## src/rtl/dmem_arb_pkg.sv

```systemverilog
// Shared types and default widths for the data-memory arbiter.
package dmem_arb_pkg;

  typedef enum logic [1:0] {
    IDLE,
    CPU_OWN,
    EXT_BURST,
    EXT_DRAIN
  } arb_state_t;

  localparam int unsigned DEF_DATA_W   = 32;
  localparam int unsigned DEF_ADDR_W   = 8;
  localparam int unsigned DEF_MAX_WAIT = 16;
  localparam int unsigned DEF_LEN_W    = 8;

  function automatic int unsigned cnt_width(input int unsigned n);
    return (n > 1) ? $clog2(n) : 1;
  endfunction

endpackage

```

## src/rtl/arb_wait_counter.sv

```systemverilog
// Saturating count of cycles a pending external request has been refused.
module arb_wait_counter
  import dmem_arb_pkg::*;
#(
  parameter int unsigned MAX_WAIT = DEF_MAX_WAIT
) (
  input  logic clk,
  input  logic reset,
  input  logic clear,
  input  logic inc,
  output logic at_limit
);

  localparam int unsigned CW = cnt_width(MAX_WAIT);

  logic [CW-1:0] cnt;

  assign at_limit = (cnt == CW'(MAX_WAIT - 1));

  always_ff @(posedge clk) begin
    if (!reset) begin
      cnt <= '0;
    end else if (clear) begin
      cnt <= '0;
    end else if (inc && !at_limit) begin
      cnt <= cnt + 1'b1;
    end
  end

endmodule

```

## src/rtl/dmem_arbiter.sv

```systemverilog
// Arbitrates the single-port data memory between CPU load/store and an external burst reader.
// Optional stall-cycle counter built when DMEM_ARB_PERF_EN is defined.
module dmem_arbiter
  import dmem_arb_pkg::*;
#(
  parameter int unsigned DATA_W   = DEF_DATA_W,
  parameter int unsigned ADDR_W   = DEF_ADDR_W,
  parameter int unsigned MAX_WAIT = DEF_MAX_WAIT,
  parameter int unsigned LEN_W    = DEF_LEN_W
) (
  input  logic              clk,
  input  logic              reset,
  input  logic              cpu_req,
  input  logic              cpu_we,
  input  logic [ADDR_W-1:0] cpu_addr,
  input  logic [DATA_W-1:0] cpu_wdata,
  output logic              cpu_stall,
  output logic [DATA_W-1:0] cpu_rdata,
  output logic              cpu_rvalid,
  input  logic              ext_req,
  input  logic [ADDR_W-1:0] ext_addr,
  input  logic [LEN_W-1:0]  ext_len,
  output logic              ext_gnt,
  output logic [DATA_W-1:0] ext_rdata,
  output logic              ext_rvalid,
  output logic              ext_done,
  output logic              mem_we,
  output logic [ADDR_W-1:0] mem_addr,
  output logic [DATA_W-1:0] mem_wdata,
  input  logic [DATA_W-1:0] mem_rdata,
  output logic [15:0]       stall_count
);

  arb_state_t        state, state_nx;
  logic [ADDR_W-1:0] base;
  logic [LEN_W-1:0]  idx, last_idx;
  logic              ext_rvalid_q, ext_done_q, cpu_rvalid_q;
  logic              gnt, cpu_acc, burst_rd, burst_last;
  logic              wc_clear, wc_inc, wc_at_limit;

  arb_wait_counter #(.MAX_WAIT(MAX_WAIT)) u_wait (
    .clk      (clk),
    .reset    (reset),
    .clear    (wc_clear),
    .inc      (wc_inc),
    .at_limit (wc_at_limit)
  );

  // Memory-side outputs are gated while reset is low so reset dominates the CPU inputs.
  always_comb begin
    state_nx   = state;
    gnt        = 1'b0;
    cpu_acc    = 1'b0;
    burst_rd   = 1'b0;
    burst_last = 1'b0;
    wc_clear   = 1'b0;
    wc_inc     = 1'b0;
    cpu_stall  = 1'b0;
    mem_we     = 1'b0;
    mem_addr   = '0;
    mem_wdata  = '0;
    if (reset) begin
      unique case (state)
        EXT_BURST: begin
          burst_rd   = 1'b1;
          burst_last = (idx == last_idx);
          mem_addr   = base + ADDR_W'(idx);
          cpu_stall  = cpu_req;
          wc_clear   = !ext_req;
          if (burst_last) state_nx = EXT_DRAIN;
        end
        default: begin
          if (ext_req && (!cpu_req || wc_at_limit)) begin
            gnt       = 1'b1;
            cpu_stall = 1'b1;
            wc_clear  = 1'b1;
            state_nx  = EXT_BURST;
          end else begin
            wc_clear = !ext_req;
            wc_inc   = ext_req;
            if (cpu_req) begin
              cpu_acc   = 1'b1;
              mem_we    = cpu_we;
              mem_addr  = cpu_addr;
              mem_wdata = cpu_wdata;
              state_nx  = CPU_OWN;
            end else begin
              state_nx = IDLE;
            end
          end
        end
      endcase
    end
  end

  always_ff @(posedge clk) begin
    if (!reset) begin
      state        <= IDLE;
      base         <= '0;
      idx          <= '0;
      last_idx     <= '0;
      ext_rvalid_q <= 1'b0;
      ext_done_q   <= 1'b0;
      cpu_rvalid_q <= 1'b0;
    end else begin
      state        <= state_nx;
      ext_rvalid_q <= burst_rd;
      ext_done_q   <= burst_last;
      cpu_rvalid_q <= cpu_acc && !cpu_we;
      if (gnt) begin
        base     <= ext_addr;
        idx      <= '0;
        last_idx <= (ext_len == '0) ? '0 : ext_len - LEN_W'(1);
      end else if (burst_rd) begin
        idx <= idx + 1'b1;
      end
    end
  end

  assign ext_gnt    = gnt;
  assign ext_rvalid = ext_rvalid_q;
  assign ext_done   = ext_done_q;
  assign ext_rdata  = ext_rvalid_q ? mem_rdata : '0;
  assign cpu_rvalid = cpu_rvalid_q;
  assign cpu_rdata  = cpu_rvalid_q ? mem_rdata : '0;

`ifdef DMEM_ARB_PERF_EN
  logic [15:0] stall_q;

  always_ff @(posedge clk) begin
    if (!reset) begin
      stall_q <= '0;
    end else if (cpu_req && cpu_stall && (stall_q != '1)) begin
      stall_q <= stall_q + 1'b1;
    end
  end

  assign stall_count = stall_q;
`else
  assign stall_count = '0;
`endif

endmodule
```

## config.mk

```make
export PLATFORM = sky130hd
export DESIGN_NAME = dmem_arbiter
export DESIGN_NICKNAME = d
export VERILOG_FILES = /design/src/rtl/dmem_arb_pkg.sv /design/src/rtl/arb_wait_counter.sv /design/src/rtl/dmem_arbiter.sv
export SDC_FILE = /design/constraint.sdc
export NUM_CORES = 1
export LEC_CHECK = 0
export ABC_AREA = 1
export CAP_MARGIN = 20
export CORE_UTILIZATION = 39
export CTS_CLUSTER_SIZE = 10
export DETAILED_ROUTE_END_ITERATION = 6
export PLACE_DENSITY = 0.83
export SKIP_LAST_GASP = 1
export SLEW_MARGIN = 30
export SYNTH_ARGS = -nofsm -noshare
export SYNTH_HDL_FRONTEND = slang
export SYNTH_SLANG_ARGS = --single-unit
```

## constraint.sdc

```tcl
create_clock -name clk -period 3.4 [get_ports clk]
set_clock_uncertainty 0.05 [all_clocks]
set_input_delay 0.51 -clock clk [delete_from_list [all_inputs] [get_ports clk]]
set_output_delay 0.51 -clock clk [all_outputs]
set_load 0.1 [all_outputs]
```

==> metrics.yaml, run 1 <==
min_path:
  worstHoldPathCells: 2
  hp-class: "reg -> reg"
clocking:
  insertion_delay_ps: 290
  cts-root-buf: "clkbuf_8"
  h-tree-depth: 2
  cts-resized-gates: 0
  clock_sinks: 33
  postCtsSetupRepairBufs: 0
  cts_tree: "done"
  clk_path_buf_depth: 2
  cts_hold_buffers: 0
  cts_buffers: 5
  clk_pin_slew_worst_paths_ps: 80
worst_setup_path:
  cpMaxStageDelayCell: "clkdlybuf4s50_1"
  crit_fanout: 35
  path_cells: "clkdlybuf4s50_1 -> nand2_4 -> nand2_2 -> nand3_2 -> nor2_8 -> inv_6 -> nor2_1 -> buf_12"
  max_stage_delay_ps: 580
  path_class: "in -> out"
  worstSetupEndpointType: "output port"
  path_depth: 8
  cp.arrival_ps: 2360
  path_buf_inv: 3
  start_kind: "input port"
  critPathRequiredTime_ps: 2840
  r2r_cells: 8
  critPathTopFamily: "buffers and inverters"
layout:
  final_cell_mix: "nand2_1 (185), inv_1 (135), clkdlybuf4s50_1 (92)"
  drive_gt1_share_pct: 22.49
  finalCoreUtilization_pct: 71.08
  fillers: 640
  antennaDiodeCount: 0
  final_common_cell: "nand2_1"
  area_delta_synth_final_pct: 73.41
  nets: 842
floorplanning:
  fp.coreArea_sq_mm: 0.007888
  die_h_microns: 93.05
  core.rowCount: 32
  io_pins: 219
  initial_core_util_pct: 40.99
  die_w_microns: 93.05
  die-area_sq_mm: 0.008658
synth:
  seq_area_frac_synth_pct: 20.43
  synthDistinctLibCells: 33
  synth_area_sq_mm: 0.003233
  synth.avg_cell_area_sq_um: 5.998
  synth-edff-count: 0
  yosys_warnings: 0
  synthCells: 539
  ys_ff_latch: 33
  ys.flop_type: "dfxtp_1"
  synthArstFlopShare_pct: 0
detailed_routing:
  drcViolationCount: 0
  vias: 3746
  antenna_left: 0
  post_drt_wl_per_cell_microns: 12.64
  detail_route.wirelength_microns: 10620
  drt_iter0_markers: 145
  dr.pass1.iters: 4
  vias_per_cell: 4.460
power:
  irDropWorstVdd_mv: 0.1966
  leakage_uw: 0.003150
  p_per_area_mw_per_mm2: 279.4
sta:
  period_minus_slack_ps: 2925
  worstMarginPinSlew_ps: 635.1
  max_slew_margin_pct: 57.66
  timing.fmax_ghz: 0.3419
  hold_viol: 0
  setup_viol: 0
  setup_tns_ps: 0
  period_share_pct: 86.03
  rsz0062_at_grt: "no"
  maxSlewViolCount: 0
global_route:
  grt_pass1_vias: 3592
  grt_pass1_wl_microns: 16610
  grt_overflow: 0
  antenna_found_initial: 0
  grt_max_degree: 36
  grt_usage_pct: 24.18
placed_design:
  dp_hpwl_microns: 9045
  numPortBuffers: 202
  gp_congestion: 0.8520
run_status:
  status: "finished, final reports clean"
run:
  drv_cap: 0
## logic make-up after synthesis
family | share of synthesized area (%)
XOR/XNOR | 2.709
buffers and inverters | 22.91
other | 0.1160
AND/OR/NAND/NOR | 44.04
adder cells (fa/ha/maj) | 4.876
AO/OA/AOI/OAI | 4.915
flip-flops | 20.43
## flip-flops by register name, indices dropped and copies added (netlist names)
name	flops
base	8
cpu_rvalid	1
ext_done	1
ext_rvalid	1
idx	8
last_idx	8
state	2
u_wait.cnt	4
## synthesized netlist by cell type, drive strengths merged (3+ instances only)
| master | n | area [sq um] |
|---|---|---|
| ha | 11 | 137.6 |
| a21oi | 18 | 93.84 |
| dfxtp | 33 | 660.6 |
| nand4 | 8 | 50.05 |
| clkbuf | 7 | 26.28 |
| inv | 136 | 515.5 |
| nand3 | 28 | 155.2 |
| o21ai | 10 | 50.04 |
| nor2 | 56 | 454.2 |
| nand2 | 189 | 724.4 |
| xor2 | 3 | 26.28 |
| buf | 22 | 195.2 |
| nor3 | 3 | 20.02 |
| xnor2 | 7 | 61.31 |
## worst register-to-register path, cell delays in order (launching register included)
cell and delay (ps):
dfxtp_1 380, ha_1 220, nand3_2 120, nand2_4 110
nand3_1 80, nand2_1 320, inv_1 320, nand2_1 130
o31ai_1 80
## report_power, final
| group | leakage [uW] | switching (uW) | total (uW) | internal [uW] |
|---|---|---|---|---|
| clock network | 0.0000543 | 156 | 375 | 219 |
| logic | 0.00283 | 535 | 777 | 241 |
| registers | 0.000269 | 14.2 | 415 | 401 |
## metal layers
| layer | share of wire (%) | global-route usage [%] |
|---|---|---|
| met1 | 37 | 25.04 |
| met2 | 54 | 48.10 |
| met3 | 5.3 | 3.821 |
| met4 | 3.7 | 8.846 |
| met5 | 0 | 0 |
## stage by stage
stage	hold WS, ps	std cells	total power, uW	worst slack (ps)	instance area [sq um]
after floorplan	375.3	554	953.1	390.3	3289
after global placement	392.2	832	1189	558.4	5490
after detailed placement	397.4	832	1199	478.2	5490
after CTS	410.8	840	1572	476.9	5605
after global routing	444.1	840	1622	407.5	5607
final	407.0	840	1566	475.1	5607
## cell type report
cell class	instances	area, sq um	area share, %
Clock inverter	3	46.29	0.8257
Inverter	137	519.2	9.261
Clock buffer	5	68.82	1.227
Timing Repair Buffer	205	2295	40.93
Multi-Input combinational cell	355	1888	33.68
Sequential cell	33	661.9	11.81
Tap cell	102	127.6	2.276
## worst paths after layout
check        slack [ps]          start           to
max                 480        cpu_req       mem_we
min                 410        base[2]      base[2]
max reg2reg        1470  u_wait.cnt[0]  last_idx[1]
min reg2reg         410        base[2]      base[2]
Power figures use the tool's default switching activity.
==> inputs of run 2 (changes only) <==
--- a/config.mk
+++ b/config.mk
@@ -10,7 +10,9 @@
 export CORE_UTILIZATION = 39
 export CTS_CLUSTER_SIZE = 10
 export DETAILED_ROUTE_END_ITERATION = 6
+export MAX_ROUTING_LAYER = met4
 export PLACE_DENSITY = 0.83
+export RECOVER_POWER = 100
 export SKIP_LAST_GASP = 1
 export SLEW_MARGIN = 30
 export SYNTH_ARGS = -nofsm -noshare
==> metrics.yaml, run 2 (same netlist as run 1, synthesis figures left out) <==
global_route:
  grt_overflow: 0
  grt_pass1_wl_microns: 16150
  grt_max_degree: 36
  antenna_found_initial: 0
  grt_pass1_vias: 3472
  grt_usage_pct: 24.34
power:
  irDropWorstVdd_mv: 0.1711
  swShare_pct: 45.32
  p_int_uw: 817.8
  p_comb_share_pct: 47.1
  power_switching_uw: 677.9
  pwr-share-seq_pct: 28.0
  clkPwrFrac_pct: 24.9
  leakage_uw: 0.002962
  p_per_area_mw_per_mm2: 300.4
worst_setup_path:
  rr_endpoint: "last_idx[1]"
  critPathRequiredTime_ps: 2840
  cp.arrival_ps: 2410
  crit_start: "reset"
  start_kind: "input port"
  r2r_cells: 8
  path_class: "in -> out"
  r2r_start: "u_wait.cnt[0]"
  reg2reg_slack_ps: 1450
  crit_fanout: 10
  worstSetupEndpointType: "output port"
  critPathCapture: "mem_addr[7]"
clocking:
  cts_tree: "done"
  insertion_delay_ps: 290
  cts-resized-gates: 0
  postCtsSetupRepairBufs: 0
  cts_hold_buffers: 0
  clk_pin_slew_worst_paths_ps: 70
  cts-root-buf: "clkbuf_8"
  clock_sinks: 33
  h-tree-depth: 2
  clk_path_buf_depth: 2
  cts_buffers: 5
sta:
  hold_viol: 0
  setup_viol: 0
  setup_tns_ps: 0
  rsz0062_at_grt: "no"
  setup_ws_ps: 428.1
  period_share_pct: 87.41
  fin_hold_ws_ps: 416.9
  timing.fmax_ghz: 0.3365
  worstMarginPinSlew_ps: 1196
  maxSlewViolCount: 0
  max_slew_margin_pct: 20.58
  period_minus_slack_ps: 2972
placed_design:
  dp_hpwl_microns: 8797
  gp_congestion: 0.8608
  preCtsSetupSlack_ps: 507.5
  dp.cells: 830
  numPortBuffers: 202
detailed_routing:
  vias_per_cell: 4.492
  dr.pass1.iters: 4
  vias: 3764
  detail_route.wirelength_microns: 10380
  drcViolationCount: 0
  post_drt_wl_per_cell_microns: 12.38
  drt_iter0_markers: 128
  antenna_left: 0
min_path:
  hp-class: "reg -> reg"
  hp-start: "base[4]"
floorplanning:
  fp.coreArea_sq_mm: 0.007888
  die_h_microns: 93.05
  initial_core_util_pct: 40.99
  die_w_microns: 93.05
  die-area_sq_mm: 0.008658
  core.rowCount: 32
  io_pins: 219
layout:
  reg_top3: "base (8), idx (8), last_idx (8)"
  drive_gt1_share_pct: 15.08
  instances_no_fill: 838
  finalCoreUtilization_pct: 63.12
  final_common_cell: "nand2_1"
  fillers: 770
  antennaDiodeCount: 0
  final_cell_mix: "nand2_1 (187), inv_1 (135), clkdlybuf4s50_1 (91)"
  nets: 840
  area_delta_synth_final_pct: 53.99
run_status:
  status: "finished, final reports clean"
run:
  drv_cap: 0
run 2: cell count changes in the layout (fill, tap and decap cells not counted), moves of 2 or more:
cell	before	now
buf_4	71	2
clkbuf_2	0	60
nor2_1	24	52
nor2_4	30	3
clkbuf_1	0	18
buf_12	42	29
buf_1	0	2
nand2_1	185	187
o21ai_0	7	9
o21ai_1	3	1
run 2: cell type report:
| class | count | area (sq um) | area share [%] |
|---|---|---|---|
| Tap cell | 102 | 127.6 | 2.563 |
| Sequential cell | 33 | 660.6 | 13.27 |
| Multi-Input combinational cell | 355 | 1664 | 33.43 |
| Clock inverter | 3 | 46.29 | 0.9299 |
| Inverter | 137 | 519.2 | 10.43 |
| Timing Repair Buffer | 203 | 1892 | 38.00 |
| Clock buffer | 5 | 68.82 | 1.382 |
run 2: how the worst min path moves through the flow:
stage	endpoint	slack (ps)	depth (start not counted)
final	base[4]	420	2
after global routing	base[6]	440	2
after CTS	base[4]	420	2
after detailed placement	base[7]	400	2
after global placement	base[0]	390	2
after floorplan	base[0]	380	2
run 2: per-stage QoR:
step	power [uW]	cell area (sq um)
6_report	1496	4979
4_1_cts	1572	5592
2_1_floorplan	953.1	3289
3_5_place_dp	1197	5477
5_1_grt	1553	4979
3_3_place_gp	1188	5475
run 2: power groups by stage:
stage | Combinational, uW | Clock [uW] | Sequential (uW)
4_1_cts | 772 | 382 | 419
2_1_floorplan | 525 | 0 | 428
6_report | 704 | 373 | 419
3_3_place_gp | 761 | 0 | 427
3_5_place_dp | 770 | 0 | 427
5_1_grt | 736 | 397 | 421
run 2: per-layer routing:
metal | vias up | wire (microns) | global-route usage [%]
li1 | 1931 | - | -
met1 | 1650 | 3792 | 24.75
met4 | 0 | 399 | 11.15
met2 | 156 | 5533 | 45.59
met5 | - | 0 | -
met3 | 27 | 650 | 3.821
run 2: worst max-delay path, stage by stage:
cell and delay [ps]:
dlygate4sd3_1 640, nand3_2 260, inv_1 300, clkbuf_1 290
nand3_1 110, nand2_1 110, buf_12 180
==> inputs of run 3 (changes only) <==
--- a/config.mk
+++ b/config.mk
@@ -7,14 +7,15 @@
 export LEC_CHECK = 0
 export ABC_AREA = 1
 export CAP_MARGIN = 20
-export CORE_UTILIZATION = 39
+export CORE_UTILIZATION = 40
 export CTS_CLUSTER_SIZE = 10
 export DETAILED_ROUTE_END_ITERATION = 6
 export MAX_ROUTING_LAYER = met4
-export PLACE_DENSITY = 0.83
+export PLACE_DENSITY = 0.85
 export RECOVER_POWER = 100
 export SKIP_LAST_GASP = 1
 export SLEW_MARGIN = 30
 export SYNTH_ARGS = -nofsm -noshare
 export SYNTH_HDL_FRONTEND = slang
+export SYNTH_HIERARCHICAL = 1
 export SYNTH_SLANG_ARGS = --single-unit
==> metrics.yaml, run 3 <==
worst_setup_path:
  cp.arrival_ps: 2510
  path_class: "reg -> out"
  r2r_start: "u_wait/cnt[0]"
  cpMaxStageDelayCell: "inv_6"
  path_depth: 11
  crit_fanout: 35
  critPathRequiredTime_ps: 2840
  critPathCapture: "mem_wdata[31]"
  path_buf_inv: 4
  r2r_cells: 10
  rr_endpoint: "state[0]"
  critPathTopFamily: "buffers and inverters"
  crit_start: "u_wait/cnt[0]"
  reg2reg_slack_ps: 1210
  path_cells: "ha_1 -> nand3_1 -> inv_1 -> inv_1 -> nand2_1 -> nand2_1 -> nand3_1 -> nor2_8 -> inv_6 -> nor2_1 -> buf_12"
  start_kind: "flop"
  max_stage_delay_ps: 490
  worstSetupEndpointType: "output port"
placed_design:
  place_area_sq_mm: 0.005483
  dp_hpwl_microns: 9238
  gp_congestion: 0.9760
  numPortBuffers: 202
synth:
  ys.flop_type: "dfxtp_1"
  synthCells: 554
  seq_area_frac_synth_pct: 20.12
  synthDistinctLibCells: 30
  synth_area_sq_mm: 0.003283
  synth_area_leaders: "nand2_1 (22%), dfxtp_1 (20%), inv_1 (16%)"
  synth_common_cells: "nand2_1 (191), inv_1 (137), nor2_1 (40)"
  yosys_warnings: 6
  synthArstFlopShare_pct: 0
  synth_area_leader_cell: "nand2_1"
  synth.avg_cell_area_sq_um: 5.926
  synth_most_common_cell: "nand2_1"
  ys_ff_latch: 33
  synth_top_area_share_pct: 21.84
  synth-edff-count: 0
layout:
  register_area_sq_um: 660.6
  final_cell_area_sq_mm: 0.004937
  multiInputGateArea_sq_mm: 0.001903
  reg_top3: "base (8), idx (8), last_idx (8)"
  area_delta_synth_final_pct: 50.38
  finalCoreUtilization_pct: 62.91
  nets: 856
  final_cell_mix: "nand2_1 (195), inv_1 (139), clkdlybuf4s50_1 (91)"
  fillers: 778
  antennaDiodeCount: 0
  drive_gt1_share_pct: 16.49
  final_common_cell: "nand2_1"
run_status:
  status: "finished, final reports clean"
clocking:
  clock_sinks: 33
  cts-root-buf: "clkbuf_8"
  clk_pin_slew_worst_paths_ps: 70
  postCtsSetupRepairBufs: 0
  cts_hold_buffers: 0
  cts-resized-gates: 0
  insertion_delay_ps: 300
  cts_tree: "done"
  cts_buffers: 5
  h-tree-depth: 2
  clk_path_buf_depth: 2
global_route:
  grt_util_met1_pct: 29.14
  use_met3_pct: 4.187
  grt_pass1_wl_microns: 17690
  grt_util_met2_pct: 49.57
  antenna_found_initial: 0
  grt_overflow: 0
  grt_usage_pct: 26.75
  grt_pass1_vias: 3667
  grt_max_degree: 36
  busiest_layer: "met2"
detailed_routing:
  drcViolationCount: 0
  antenna_left: 0
  vias_per_cell: 4.457
  vias: 3806
  detail_route.wirelength_microns: 11110
  drt_iter0_markers: 200
  post_drt_wl_per_cell_microns: 13.01
  dr.pass1.iters: 4
sta:
  rsz0062_at_grt: "no"
  setup_tns_ps: 0
  maxSlewViolCount: 0
  max_slew_margin_pct: 18.85
  period_share_pct: 90.20
  period_minus_slack_ps: 3067
  timing.fmax_ghz: 0.3261
  worstMarginPinSlew_ps: 1222
  hold_viol: 0
  fin_hold_ws_ps: 408.0
  setup_viol: 0
power:
  irDropWorstVdd_mv: 0.2412
  clkPwrFrac_pct: 25.0
  p_comb_share_pct: 46.9
  leakage_uw: 0.002935
  p_per_area_mw_per_mm2: 303.1
  swShare_pct: 46.59
  power_switching_uw: 697.3
  fin_total_pwr_uw: 1497
  p_int_uw: 799.3
  pwr-share-seq_pct: 28.1
floorplanning:
  die_w_microns: 92.60
  die_h_microns: 92.60
  die-area_sq_mm: 0.008574
  fp.coreArea_sq_mm: 0.007848
  core.rowCount: 32
  io_pins: 219
  initial_core_util_pct: 41.84
min_path:
  hp-class: "reg -> reg"
run:
  drv_cap: 0
==> run 3: changes by cell type after synthesis, moves of 3 or more <==
cell	previous run	this run
o21ai_0	9	12
a21oi_1	17	12
xnor2_1	7	1
nand2_1	185	191
nor2_1	24	40
nand3_1	25	22
buf_2	3	0
xor2_1	3	10
==> run 3: logic make-up after synthesis <==
family,after synthesis,synth area share [%]
simple gates,304,45.12
buf+inv,168,23.02
flops,33,20.12
compound gates,25,3.887
fa+ha+maj,12,4.802
xor+xnor,11,2.934
other cells,1,0.1142
==> run 3: per-layer routing <==
metal  vias up  wire length, microns
met5         -                     0
met4         0                   276
met3        22                   782
met2       166                  5816
met1      1659                  4233
li1       1959                     -
==> run 3: power by group through the flow <==
stage / clock network (uW) / logic [uW] / registers (uW)
floorplan: 0 / 531 / 429
global placement: 0 / 757 / 428
detailed placement: 0 / 768 / 429
CTS: 378 / 770 / 421
global route: 402 / 735 / 423
finish: 374 / 702 / 420
==> run 3: worst min path at each step <==
stage | start | endpoint | slack [ps] | cells past startpoint
after global routing | last_idx[1] | last_idx[1] | 440 | 2
after floorplan | base[0] | base[0] | 380 | 2
after CTS | base[0] | base[0] | 410 | 2
after global placement | base[0] | base[0] | 390 | 2
after detailed placement | base[0] | base[0] | 400 | 2
final | base[0] | base[0] | 410 | 2
==> run 3: final cells by class <==
class                      count  area share [%]
multi-input combinational    368           38.55
timing repair buffer         202           32.34
sequential                    33           13.38
inverter                     141           10.82
tap                          102           2.585
clock buffer                   5           1.394
clock inverter                 3          0.9377
==> run 3: worst reg2reg max path, stage by stage (launching register included) <==
cell	delay (ps)
dfxtp_1	400
ha_1	240
nand3_1	130
inv_1	70
inv_1	40
nand2_1	80
nand2_1	90
nand3_1	180
nor2_8	90
inv_6	490
o21ai_0	170
==> run 3: stage by stage <==
step / setup WS [ps] / instances
after floorplan: 214.9 / 569
after CTS: 470.4 / 854
after detailed placement: 583.0 / 846
final: 333.2 / 854
after global placement: 620.7 / 846
after global routing: 168.0 / 854
